**config.mk**
```make
export PLATFORM = sky130hd
export DESIGN_NAME = seq_multiplier
export DESIGN_NICKNAME = d
export VERILOG_FILES = /design/src/rtl/seq_multiplier.sv
export SDC_FILE = /design/constraint.sdc
export NUM_CORES = 1
export LEC_CHECK = 0
export BUFFER_PORTS_ARGS = -buffer_cell sky130_fd_sc_hd__buf_2
export CORE_ASPECT_RATIO = 0.6
export CORE_MARGIN = 3
export CORE_UTILIZATION = 50
export CTS_CLUSTER_DIAMETER = 60
export CTS_CLUSTER_SIZE = 20
export DETAILED_ROUTE_END_ITERATION = 8
export PLACE_DENSITY = 0.7
export SETUP_SLACK_MARGIN = 0.4
export SKIP_LAST_GASP = 1
export SYNTH_ARGS = -nofsm -noshare
export SYNTH_HDL_FRONTEND = slang
export SYNTH_SLANG_ARGS = --single-unit
```
**constraint.sdc**
```tcl
create_clock -name clk -period 10.3 [get_ports clk]
set_clock_uncertainty 0.2 [all_clocks]
set_input_delay 2.575 -clock clk [delete_from_list [all_inputs] [get_ports clk]]
set_output_delay 2.575 -clock clk [all_outputs]
set_load 0.01 [all_outputs]
```
**src/rtl/seq_multiplier.sv**
```systemverilog
// Signed WIDTH x WIDTH multiplier: magnitude shift-add over WIDTH cycles,
// sign fix-up in a final cycle, CPSR-style flags matching the divider.
module seq_multiplier #(
    parameter int WIDTH = 16
) (
    input  logic             clk,
    input  logic             rst,
    input  logic             start,
    input  logic [WIDTH-1:0] x,
    input  logic [WIDTH-1:0] y,
    output logic [WIDTH-1:0] prod_lo,
    output logic [WIDTH-1:0] prod_hi,
    output logic             busy,
    output logic             done,
    output logic             negative,
    output logic             zero,
    output logic             cout,
    output logic             overflow
);

    localparam int CW = (WIDTH > 1) ? $clog2(WIDTH) : 1;
    localparam int PW = 2 * WIDTH;

    localparam logic [CW-1:0]    LAST   = CW'(WIDTH - 1);
    localparam logic [CW-1:0]    CNT1   = CW'(1);
    localparam logic [WIDTH-1:0] ONE_W  = WIDTH'(1);
    localparam logic [PW-1:0]    ONE_PW = PW'(1);

    typedef enum logic [1:0] {
        IDLE,
        RUN,
        SIGN
    } state_t;

    state_t state_q, state_d;

    logic [WIDTH-1:0] mag_x_q, mag_x_d;
    logic [WIDTH-1:0] mag_y_q, mag_y_d;
    logic             neg_q, neg_d;
    logic [PW-1:0]    acc_q, acc_d;
    logic [CW-1:0]    count_q, count_d;

    logic [PW-1:0]    prod_q, prod_d;
    logic             done_q, done_d;
    logic             negative_q, negative_d;
    logic             zero_q, zero_d;
    logic             overflow_q, overflow_d;

    logic [WIDTH:0]   addend;
    logic [WIDTH:0]   sum;
    logic [PW-1:0]    result;

    // Upper half plus multiplicand keeps its carry so the shift never loses it.
    always_comb begin
        addend = mag_y_q[0] ? {1'b0, mag_x_q} : '0;
        sum    = {1'b0, acc_q[PW-1:WIDTH]} + addend;
        result = neg_q ? (~acc_q + ONE_PW) : acc_q;
    end

    always_comb begin
        state_d    = state_q;
        mag_x_d    = mag_x_q;
        mag_y_d    = mag_y_q;
        neg_d      = neg_q;
        acc_d      = acc_q;
        count_d    = count_q;
        prod_d     = prod_q;
        negative_d = negative_q;
        zero_d     = zero_q;
        overflow_d = overflow_q;
        done_d     = 1'b0;

        unique case (state_q)
            IDLE: begin
                if (start) begin
                    // 100..0 negates to itself, read here as unsigned 2^(WIDTH-1).
                    mag_x_d = x[WIDTH-1] ? (~x + ONE_W) : x;
                    mag_y_d = y[WIDTH-1] ? (~y + ONE_W) : y;
                    neg_d   = x[WIDTH-1] ^ y[WIDTH-1];
                    acc_d   = '0;
                    count_d = '0;
                    state_d = RUN;
                end
            end
            RUN: begin
                acc_d   = {sum, acc_q[WIDTH-1:1]};
                mag_y_d = mag_y_q >> 1;
                count_d = count_q + CNT1;
                if (count_q == LAST) begin
                    state_d = SIGN;
                end
            end
            SIGN: begin
                prod_d     = result;
                negative_d = result[PW-1];
                zero_d     = (result == '0);
                overflow_d = (result[PW-1:WIDTH] != {WIDTH{result[WIDTH-1]}});
                done_d     = 1'b1;
                state_d    = IDLE;
            end
            default: begin
                state_d = IDLE;
            end
        endcase
    end

    always_ff @(posedge clk or posedge rst) begin
        if (rst) begin
            state_q    <= IDLE;
            mag_x_q    <= '0;
            mag_y_q    <= '0;
            neg_q      <= 1'b0;
            acc_q      <= '0;
            count_q    <= '0;
            prod_q     <= '0;
            done_q     <= 1'b0;
            negative_q <= 1'b0;
            zero_q     <= 1'b0;
            overflow_q <= 1'b0;
        end else begin
            state_q    <= state_d;
            mag_x_q    <= mag_x_d;
            mag_y_q    <= mag_y_d;
            neg_q      <= neg_d;
            acc_q      <= acc_d;
            count_q    <= count_d;
            prod_q     <= prod_d;
            done_q     <= done_d;
            negative_q <= negative_d;
            zero_q     <= zero_d;
            overflow_q <= overflow_d;
        end
    end

    assign prod_lo  = prod_q[WIDTH-1:0];
    assign prod_hi  = prod_q[PW-1:WIDTH];
    assign busy     = (state_q != IDLE);
    assign done     = done_q;
    assign negative = negative_q;
    assign zero     = zero_q;
    assign cout     = 1'b0;
    assign overflow = overflow_q;

endmodule
```
==> results.json, run 1 <==
{
  "cts_resized": 0,
  "pin_count": 73,
  "antenna_found_initial": 0,
  "crit_slowest_cell": "or3_1",
  "drive_gt1_frac": 0.141,
  "portBuffers": 71,
  "layout.nets": 831,
  "wl_per_cell_um": 15.3,
  "totalWireLength_um": 14400,
  "vias_per_cell": 5.71,
  "min_period_over_period": 0.432,
  "cp-start-kind": "input pin",
  "crit_fanout": 3,
  "async_flop_share": 1.00,
  "cts_buffers": 9,
  "outcome": "finished, final reports clean",
  "crit_type": "input pin to flip-flop",
  "grt_pass1_vias": 5002,
  "hold_buffers": 0,
  "syn-num-nets": 788,
  "drc": 0,
  "globalRouteMet1Util": 0.304,
  "die-area_um2": 14300,
  "synth_ff_type": "dfrtp_1",
  "synth_warnings": 0,
  "met2_usage": 0.315,
  "tritoncts": "built",
  "ys_ff_latch": 106,
  "gr-total-overflow": 0,
  "grt_pass1_wl_um": 24400,
  "fp.coreArea_um2": 12300,
  "fmax_ghz": 0.225,
  "cp.arrival_ns": 4.46,
  "via_count": 5397,
  "grt_usage": 0.206,
  "cp.required_ns": 10.31,
  "power_w": 0.00202,
  "clk_latency_ns": 0.35,
  "worst_pin_slew_ns": 0.903,
  "nFillCells": 1125,
  "peakVddDrop_uv": 105,
  "ys_seq_area_frac": 0.414,
  "syn_area_per_cell_um2": 8.76,
  "first_iter_violations": 422,
  "path_clk_slew_ns": 0.07,
  "fin_hold_ws_ns": 0.275,
  "endpoint_kind": "flip-flop",
  "cts-htree-levels": 3,
  "row_count": 31,
  "clockBufferDepth": 2,
  "cap_violations": 0,
  "area_delta_synth_final_pct": 10.7,
  "ant_nets": 0,
  "grt_max_degree": 72,
  "crit_chain": "buf_2 -> or3_1 -> or3_1 -> or2_2 -> nand2b_1 -> o41ai_1 -> xor2_1 -> o21ai_0",
  "slew_headroom": 0.398,
  "fp.dieW_um": 152,
  "period_needed_ns": 4.45,
  "rsz0062_at_grt": "false",
  "grtUsageMet3": 0.0423,
  "synth_edf_count": 0,
  "die_h_um": 93.7,
  "critPathMaxStageDelay_ns": 0.37,
  "cts_num_sinks": 106,
  "cts_setup_buffers": 0,
  "setup_tns_ns": 0,
  "cts_root_buffer": "clkbuf_16",
  "grt-busiest-layer": "met2",
  "finalHoldViolations": 0,
  "synth_area_um2": 6410,
  "p_leak_nw": 3.20,
  "yosysUniqueCellTypes": 62,
  "start_util": 0.521,
  "drt_first_pass_iters": 5,
  "diodes": 0,
  "power_per_cell_area_nw_per_um2": 285,
  "drv_slew": 0,
  "cp_common_cell": "or3_1",
  "syn_inst": 732,
  "hpwl_um": 10500,
  "routabilityCongestion": 0.887,
  "min_path_type": "flip-flop to flip-flop",
  "path_delay_family": "simple AND/OR/NAND/NOR gates",
  "finalSetupViolCount": 0,
  "cp_num_buf_inv": 1
}
-- cell usage in the layout, fill, tap and decap left out, types with 3 or more instances in the layout --
cell type    n
xnor2_1     19
o31ai_1     17
nand3_1     18
ha_1        20
a21oi_1     14
clkbuf_16    9
a21o_1       3
a22oi_1     14
nor3_1       6
or3_4        3
nand3b_1     3
buf_4        6
nand2_1    135
and3_1       3
dfrtp_1    106
xor2_1      51
mux2i_1      5
nor4_1       9
or4_1        5
nor2b_1      8
nand4_1      6
a31oi_1      5
o41ai_1      7
or2_2        4
o21ai_0    114
nand2b_1    11
inv_1       14
or3_1        8
nor2_1      26
and2_1      16
buf_2       71
-- Yosys cell counts, types with 6 or more instances --
cell      instances  area (um2)
and2_1           16         100
nand2b_1         12        75.1
inv_1            15        56.3
a22oi_1          14         105
nor2_1           26        97.6
nor4_1            9        56.3
clkbuf_1         38         143
nor3_1            6        30.0
nand3_1          18        90.1
xnor2_1          19         166
o41ai_1           7        61.3
ha_1             20         250
o31ai_1          17         128
a21oi_1          14        70.1
nor2b_1           9        56.3
nand4_1           6        37.5
or3_1             8        50.1
xor2_1           51         447
nand2_1         135         507
dfrtp_1         106        2650
o21ai_0         114         571
-- through the flow --
step | instances | utilization | setup WS (ns) | cell area (um2)
floorplan | 732 | - | 4.74 | 6410
global placement | 929 | 0.554 | 5.54 | 6810
detailed placement | 929 | 0.554 | 5.47 | 6810
CTS | 945 | 0.577 | 5.85 | 7100
global route | 945 | 0.577 | 5.75 | 7100
finish | 945 | 0.577 | 5.85 | 7100
-- per-layer routing --
layer / up-vias / share of wire
li1: 2645 / -
met1: 2617 / 0.50
met2: 120 / 0.45
met3: 15 / 0.046
met4: 0 / 0.010
met5: - / 0
-- worst min-delay path, stage by stage, from the launching register on --
cell	delay, ns
dfrtp_1	0.34
nand2_1	0.05
nand2_1	0.05
-- logic make-up (layout without fill, tap and decap cells) --
kind of cell	count (synthesis)	count (layout)	share of synthesized area
compound gates	195	195	0.187
other cells	1	1	0.000585
fa+ha+maj	21	21	0.0422
flops	106	106	0.414
xor+xnor	71	71	0.0982
buf+inv	60	108	0.0425
simple gates	272	272	0.206
mux	6	6	0.00956
-- power breakdown --
part	switching, W	internal [W]	total (W)
Combinational	0.000566	0.000387	0.000954
Clock	0.000153	0.000179	0.000331
Sequential	0.000165	0.000569	0.000734
Total	0.000884	0.00114	0.00202
-- cell type report --
type	count	area [um2]	share of cell area
tap	165	206	0.0291
clock inverter	3	22.5	0.00317
clock buffer	13	260	0.0367
sequential	106	2650	0.374
multi-input combinational	566	3500	0.493
inverter	15	58.8	0.00829
timing repair buffer	77	400	0.0564
-- final timing paths --
kind                       slack, ns       start          end  cells after the start
setup / recovery                5.85        x[0]  mag_x_q[13]                      8
hold / removal                  0.28  prod_q[30]   prod_q[30]                      2
setup reg to reg                6.86    acc_q[6]         zero                      8
hold reg to reg                 0.28  prod_q[30]   prod_q[30]                      2
max in group asynchronous       6.61         rst   prod_q[18]                      3
min in group asynchronous       2.03         rst     acc_q[0]                      2
-- sequential cells by signal, indices dropped and copies added, names as in the netlist --
register  count
acc_q        32
prod_q       32
mag_x_q      16
mag_y_q      16
count_q       4
state_q       2
done          1
neg_q         1
overflow      1
zero          1
Power figures use the tool's default switching activity.
==> run 2: changes to the inputs <==
Settings changed: PLACE_DENSITY 0.7 to 0.73.
Clock period 10.3 ns to 3.7 ns, I/O delays scaled along.
==> run 2 against run 1 <==
Wire length is 6.2% higher. Critical endpoint is now overflow. Critical path type is now flip-flop to flip-flop. Clock power increased to 3.2 times the previous value. Sequential power increased to 2.8 times the previous value. First-iteration DRC count shrank 8.8%. Critical path depth is the same.
==> results.json, run 2 (same netlist as run 1, synthesis figures left out) <==
{
  "outcome": "finished, final reports clean",
  "peakVddDrop_uv": 328,
  "power_per_cell_area_nw_per_um2": 811,
  "cap_violations": 0,
  "fp.dieW_um": 152,
  "clockBufferDepth": 2,
  "cp-start-kind": "flip-flop",
  "worst_pin_slew_ns": 0.863,
  "crit_fanout": 6,
  "cp.required_ns": 3.73,
  "final_common_cell": "nand2_1",
  "area_delta_synth_final_pct": 12.9,
  "crit_chain": "or4_1 -> or3_1 -> o41ai_2 -> xor2_2 -> nand2_1 -> nor4_1 -> a31o_1 -> a31oi_1",
  "cts_num_sinks": 106,
  "via_count": 5435,
  "min_path_type": "flip-flop to flip-flop",
  "drive_gt1_frac": 0.154,
  "first_iter_violations": 385,
  "cts_root_buffer": "clkbuf_16",
  "pwr-share-comb": 0.463,
  "die-area_um2": 14300,
  "clk_latency_ns": 0.36,
  "portBuffers": 71,
  "critPathMaxStageDelay_ns": 0.61,
  "fin_hold_ws_ns": 0.273,
  "cp.arrival_ns": 3.16,
  "endpoint_kind": "flip-flop",
  "finalHoldViolations": 0,
  "grt_max_degree": 65,
  "finalSetupViolCount": 0,
  "rr_endpoint": "overflow",
  "gr-total-overflow": 0,
  "internal_power_w": 0.00331,
  "multi_input_area_um2": 3510,
  "setup_tns_ns": 0,
  "grt_pass1_vias": 5310,
  "power_frac_seq": 0.354,
  "reg2reg_depth": 8,
  "r2r_start": "acc_q[6]",
  "slew_headroom": 0.424,
  "path_clk_slew_ns": 0.08,
  "start_util": 0.521,
  "p_leak_nw": 3.25,
  "tritoncts": "built",
  "ant_nets": 0,
  "routabilityCongestion": 0.873,
  "crit_slowest_cell": "or4_1",
  "crit_type": "flip-flop to flip-flop",
  "placed_area_um2": 6880,
  "cts-htree-levels": 3,
  "diodes": 0,
  "hpwl_um": 11000,
  "nFillCells": 1027,
  "grt_pass1_wl_um": 25900,
  "cp_num_buf_inv": 0,
  "die_h_um": 93.7,
  "fp.coreArea_um2": 12300,
  "whs_endpoint": "prod_q[30]",
  "vias_per_cell": 5.71,
  "layout.nets": 838,
  "drt_first_pass_iters": 5,
  "wl_per_cell_um": 16.1,
  "period_needed_ns": 3.13,
  "holdCritStartpoint": "prod_q[30]",
  "drc": 0,
  "grt_usage": 0.220,
  "path_delay_family": "simple AND/OR/NAND/NOR gates",
  "fmax_ghz": 0.320,
  "clkPwrFrac": 0.183,
  "layout_common_cells": "nand2_1, o21ai_0, dfrtp_1, buf_2, xor2_1",
  "design_area_um2": 7240,
  "cts_buffers": 9,
  "timing.reg2reg.setup_slack_ns": 0.57,
  "antenna_found_initial": 0,
  "top_regs": "acc_q x32, prod_q x32",
  "register_area_um2": 2650,
  "p_sw_w": 0.00256,
  "power_w": 0.00587,
  "rsz0062_at_grt": "true",
  "row_count": 31,
  "final_util": 0.588,
  "whs_path_depth": 2,
  "p_sw_frac": 0.436,
  "min_period_over_period": 0.845,
  "pin_count": 73,
  "totalWireLength_um": 15300,
  "drv_slew": 0
}
## run 2: worst max path at each step
stage | cells after the start | from | to | slack (ns)
finish | 8 | acc_q[6] | overflow | 0.57
global route | 8 | acc_q[6] | zero | 0.33
CTS | 8 | acc_q[6] | zero | 0.45
detailed placement | 8 | acc_q[6] | zero | 0.51
global placement | 8 | x[0] | mag_x_q[13] | 0.60
floorplan | 7 | x[0] | mag_x_q[13] | 0.78
## run 2: per-layer routing
metal,vias up,share of wire,global-route usage
met5,-,0,0
li1,2660,-,-
met2,149,0.46,0.350
met4,0,0.013,0.0539
met1,2604,0.48,0.313
met3,22,0.056,0.0442
## run 2: tightest hold or removal path, delay by kind of cell (launching register included)
kind	cells	cell delay, ns
flops	1	0.34
simple gates	2	0.10
## run 2: metrics by stage
stage / instances / worst slack (ns)
final: 952 / 0.572
after global routing: 952 / 0.335
after CTS: 951 / 0.455
after detailed placement: 935 / 0.506
after global placement: 935 / 0.602
after floorplan: 732 / 0.783
## run 2: layout make-up
type,count,share of cell area
well taps,165,0.0285
multi-input cells,566,0.485
repair buffers,84,0.0661
inverters,15,0.00830
clock buffers,11,0.0335
flip-flops and latches,106,0.367
clock inverters,5,0.0118
## run 2: timing repair
item / CTS / global route
setup endpoints to repair: 0 / 4
gates resized for setup: 0 / 4
setup buffers: 0 / 1
hold buffers: 0 / 0
## run 2: power groups by stage
stage,registers [W],clock network (W),logic (W)
after detailed placement,0.00209,0,0.00266
after floorplan,0.00191,0,0.00213
final,0.00208,0.00107,0.00272
after global routing,0.00215,0.00113,0.00306
after global placement,0.00206,0,0.00257
after CTS,0.00207,0.00108,0.00269
==> run 3: changes to the inputs <==
Clock period 3.7 ns to 2.62 ns, I/O delays scaled along.
==> run 3 against run 2 <==
The flow now finishes with violations (negative setup slack). Total power grew 88%. Largest power group unchanged. Sequential power increased by 31%. Largest cell class unchanged. Critical endpoint unchanged. Flip-flop and latch count unchanged. Critical path depth unchanged. Final cell count rose by 13%. Die area unchanged.
==> results.json, run 3 (same netlist as run 1, synthesis figures left out) <==
{
  "outcome": "finished, violations left",
  "failed_checks": "negative setup slack",
  "grt_pass1_vias": 6073,
  "cts_num_sinks": 106,
  "row_count": 31,
  "fmax_ghz": 0.344,
  "fp.coreArea_um2": 12300,
  "cp.required_ns": 2.69,
  "pin_count": 73,
  "setup_tns_ns": -1.27,
  "wl_per_cell_um": 18.2,
  "worst_pin_slew_ns": 0.575,
  "clk_latency_ns": 0.35,
  "cap_violations": 0,
  "antenna_found_initial": 0,
  "layout_common_cells": "nand2_1, buf_4, dfrtp_1, o21ai_0, buf_2",
  "cts_buffers": 9,
  "via_count": 6249,
  "clkPwrFrac": 0.117,
  "portBuffers": 71,
  "start_util": 0.521,
  "grt_usage": 0.252,
  "clockBufferDepth": 2,
  "crit_chain": "or4_4 -> or3_4 -> or3_4 -> o41ai_4 -> xor2_2 -> nor4_2 -> a31o_1 -> a31oi_1",
  "crit_fanout": 4,
  "crit_slowest_cell": "or4_4",
  "min_period_over_period": 1.11,
  "postLayoutSetupSlackWorst_ns": -0.289,
  "tritoncts": "built",
  "totalWireLength_um": 19500,
  "path_clk_slew_ns": 0.07,
  "die-area_um2": 14300,
  "critPathMaxStageDelay_ns": 0.55,
  "final_util": 0.742,
  "gr-total-overflow": 0,
  "min_path_type": "input pin to async pin",
  "p_sw_w": 0.00488,
  "period_needed_ns": 2.91,
  "grt_pass1_wl_um": 29400,
  "pre_cts_ws_ns": -0.367,
  "hold_buffers": 0,
  "drt_first_pass_iters": 5,
  "vias_per_cell": 5.83,
  "routabilityCongestion": 0.888,
  "slew_headroom": 0.616,
  "cp-start-kind": "flip-flop",
  "cp.arrival_ns": 2.98,
  "drc": 0,
  "drive_gt1_frac": 0.394,
  "peakVddDrop_uv": 512,
  "hpwl_um": 12100,
  "area_delta_synth_final_pct": 42.2,
  "power_frac_seq": 0.247,
  "finalHoldViolations": 0,
  "p_sw_frac": 0.441,
  "endpoint_kind": "flip-flop",
  "crit_type": "flip-flop to flip-flop",
  "ant_nets": 0,
  "power_w": 0.0111,
  "grt_max_degree": 107,
  "internal_power_w": 0.00618,
  "fp.dieW_um": 152,
  "cts_root_buffer": "clkbuf_16",
  "cts-htree-levels": 3,
  "cp_num_buf_inv": 0,
  "layout.nets": 958,
  "die_h_um": 93.7,
  "diodes": 0,
  "top_regs": "acc_q x32, prod_q x32",
  "power_per_cell_area_nw_per_um2": 1210,
  "final_common_cell": "nand2_1",
  "drv_slew": 0,
  "path_delay_family": "simple AND/OR/NAND/NOR gates",
  "finalSetupViolCount": 11,
  "rsz0062_at_grt": "true",
  "pwr-share-comb": 0.636,
  "cp_common_cell": "or3_4",
  "p_leak_nw": 4.06,
  "first_iter_violations": 468
}
[run 3: worst paths after layout]
path | start | end | slack, ns | cells past startpoint
max | acc_q[22] | overflow | -0.29 | 8
min | rst | acc_q[4] | 0.25 | 3
max reg2reg | acc_q[22] | overflow | -0.29 | 8
min reg2reg | prod_q[12] | prod_q[12] | 0.28 | 2
max in group asynchronous | rst | mag_y_q[0] | 1.52 | 3
min in group clk | prod_q[12] | prod_q[12] | 0.28 | 2
[run 3: worst reg2reg max path, stage by stage, from the launching register on]
cell	delay, ns
dfrtp_1	0.39
or4_4	0.55
or3_4	0.35
or3_4	0.36
o41ai_4	0.27
xor2_2	0.28
nor4_2	0.07
a31o_1	0.23
a31oi_1	0.14
[run 3: what timing repair did]
action,CTS,global route
gates cloned,1,0
hold endpoints to repair,0,0
gates resized for setup,101,86
setup buffers,20,12
pin swaps,57,65
endpoints found under the setup margin,38,46
[run 3: through the flow]
stage	cells	area [um2]	hold slack (ns)
after floorplan	732	6570	0.240
after global placement	1023	7670	0.259
after detailed placement	1023	7670	0.265
after CTS	1060	8590	0.279
after global routing	1072	9120	0.299
final	1072	9120	0.249
[run 3: power groups by stage]
stage | Clock, W | Sequential, W | Combinational (W)
2_1_floorplan | 0 | 0.00270 | 0.00316
3_3_place_gp | 0 | 0.00264 | 0.00507
3_5_place_dp | 0 | 0.00268 | 0.00525
4_1_cts | 0.00131 | 0.00270 | 0.00606
5_1_grt | 0.00139 | 0.00280 | 0.00756
6_report | 0.00130 | 0.00273 | 0.00703
[run 3: area by class of cell]
cell class              instances  area (um2)
inverters                      15        62.6
flip-flops and latches        106        2650
multi-input cells             566        4430
repair buffers                204        1480
clock inverters                 6        51.3
well taps                     165         206
fillers                       786        3180
clock buffers                  10         229
[run 3: layer usage]
metal | share of wire | wire, um | track usage
met1 | 0.42 | 8300 | 0.328
met2 | 0.49 | 9500 | 0.426
met3 | 0.061 | 1180 | 0.0557
met4 | 0.028 | 550 | 0.0763
met5 | 0 | 0 | 0
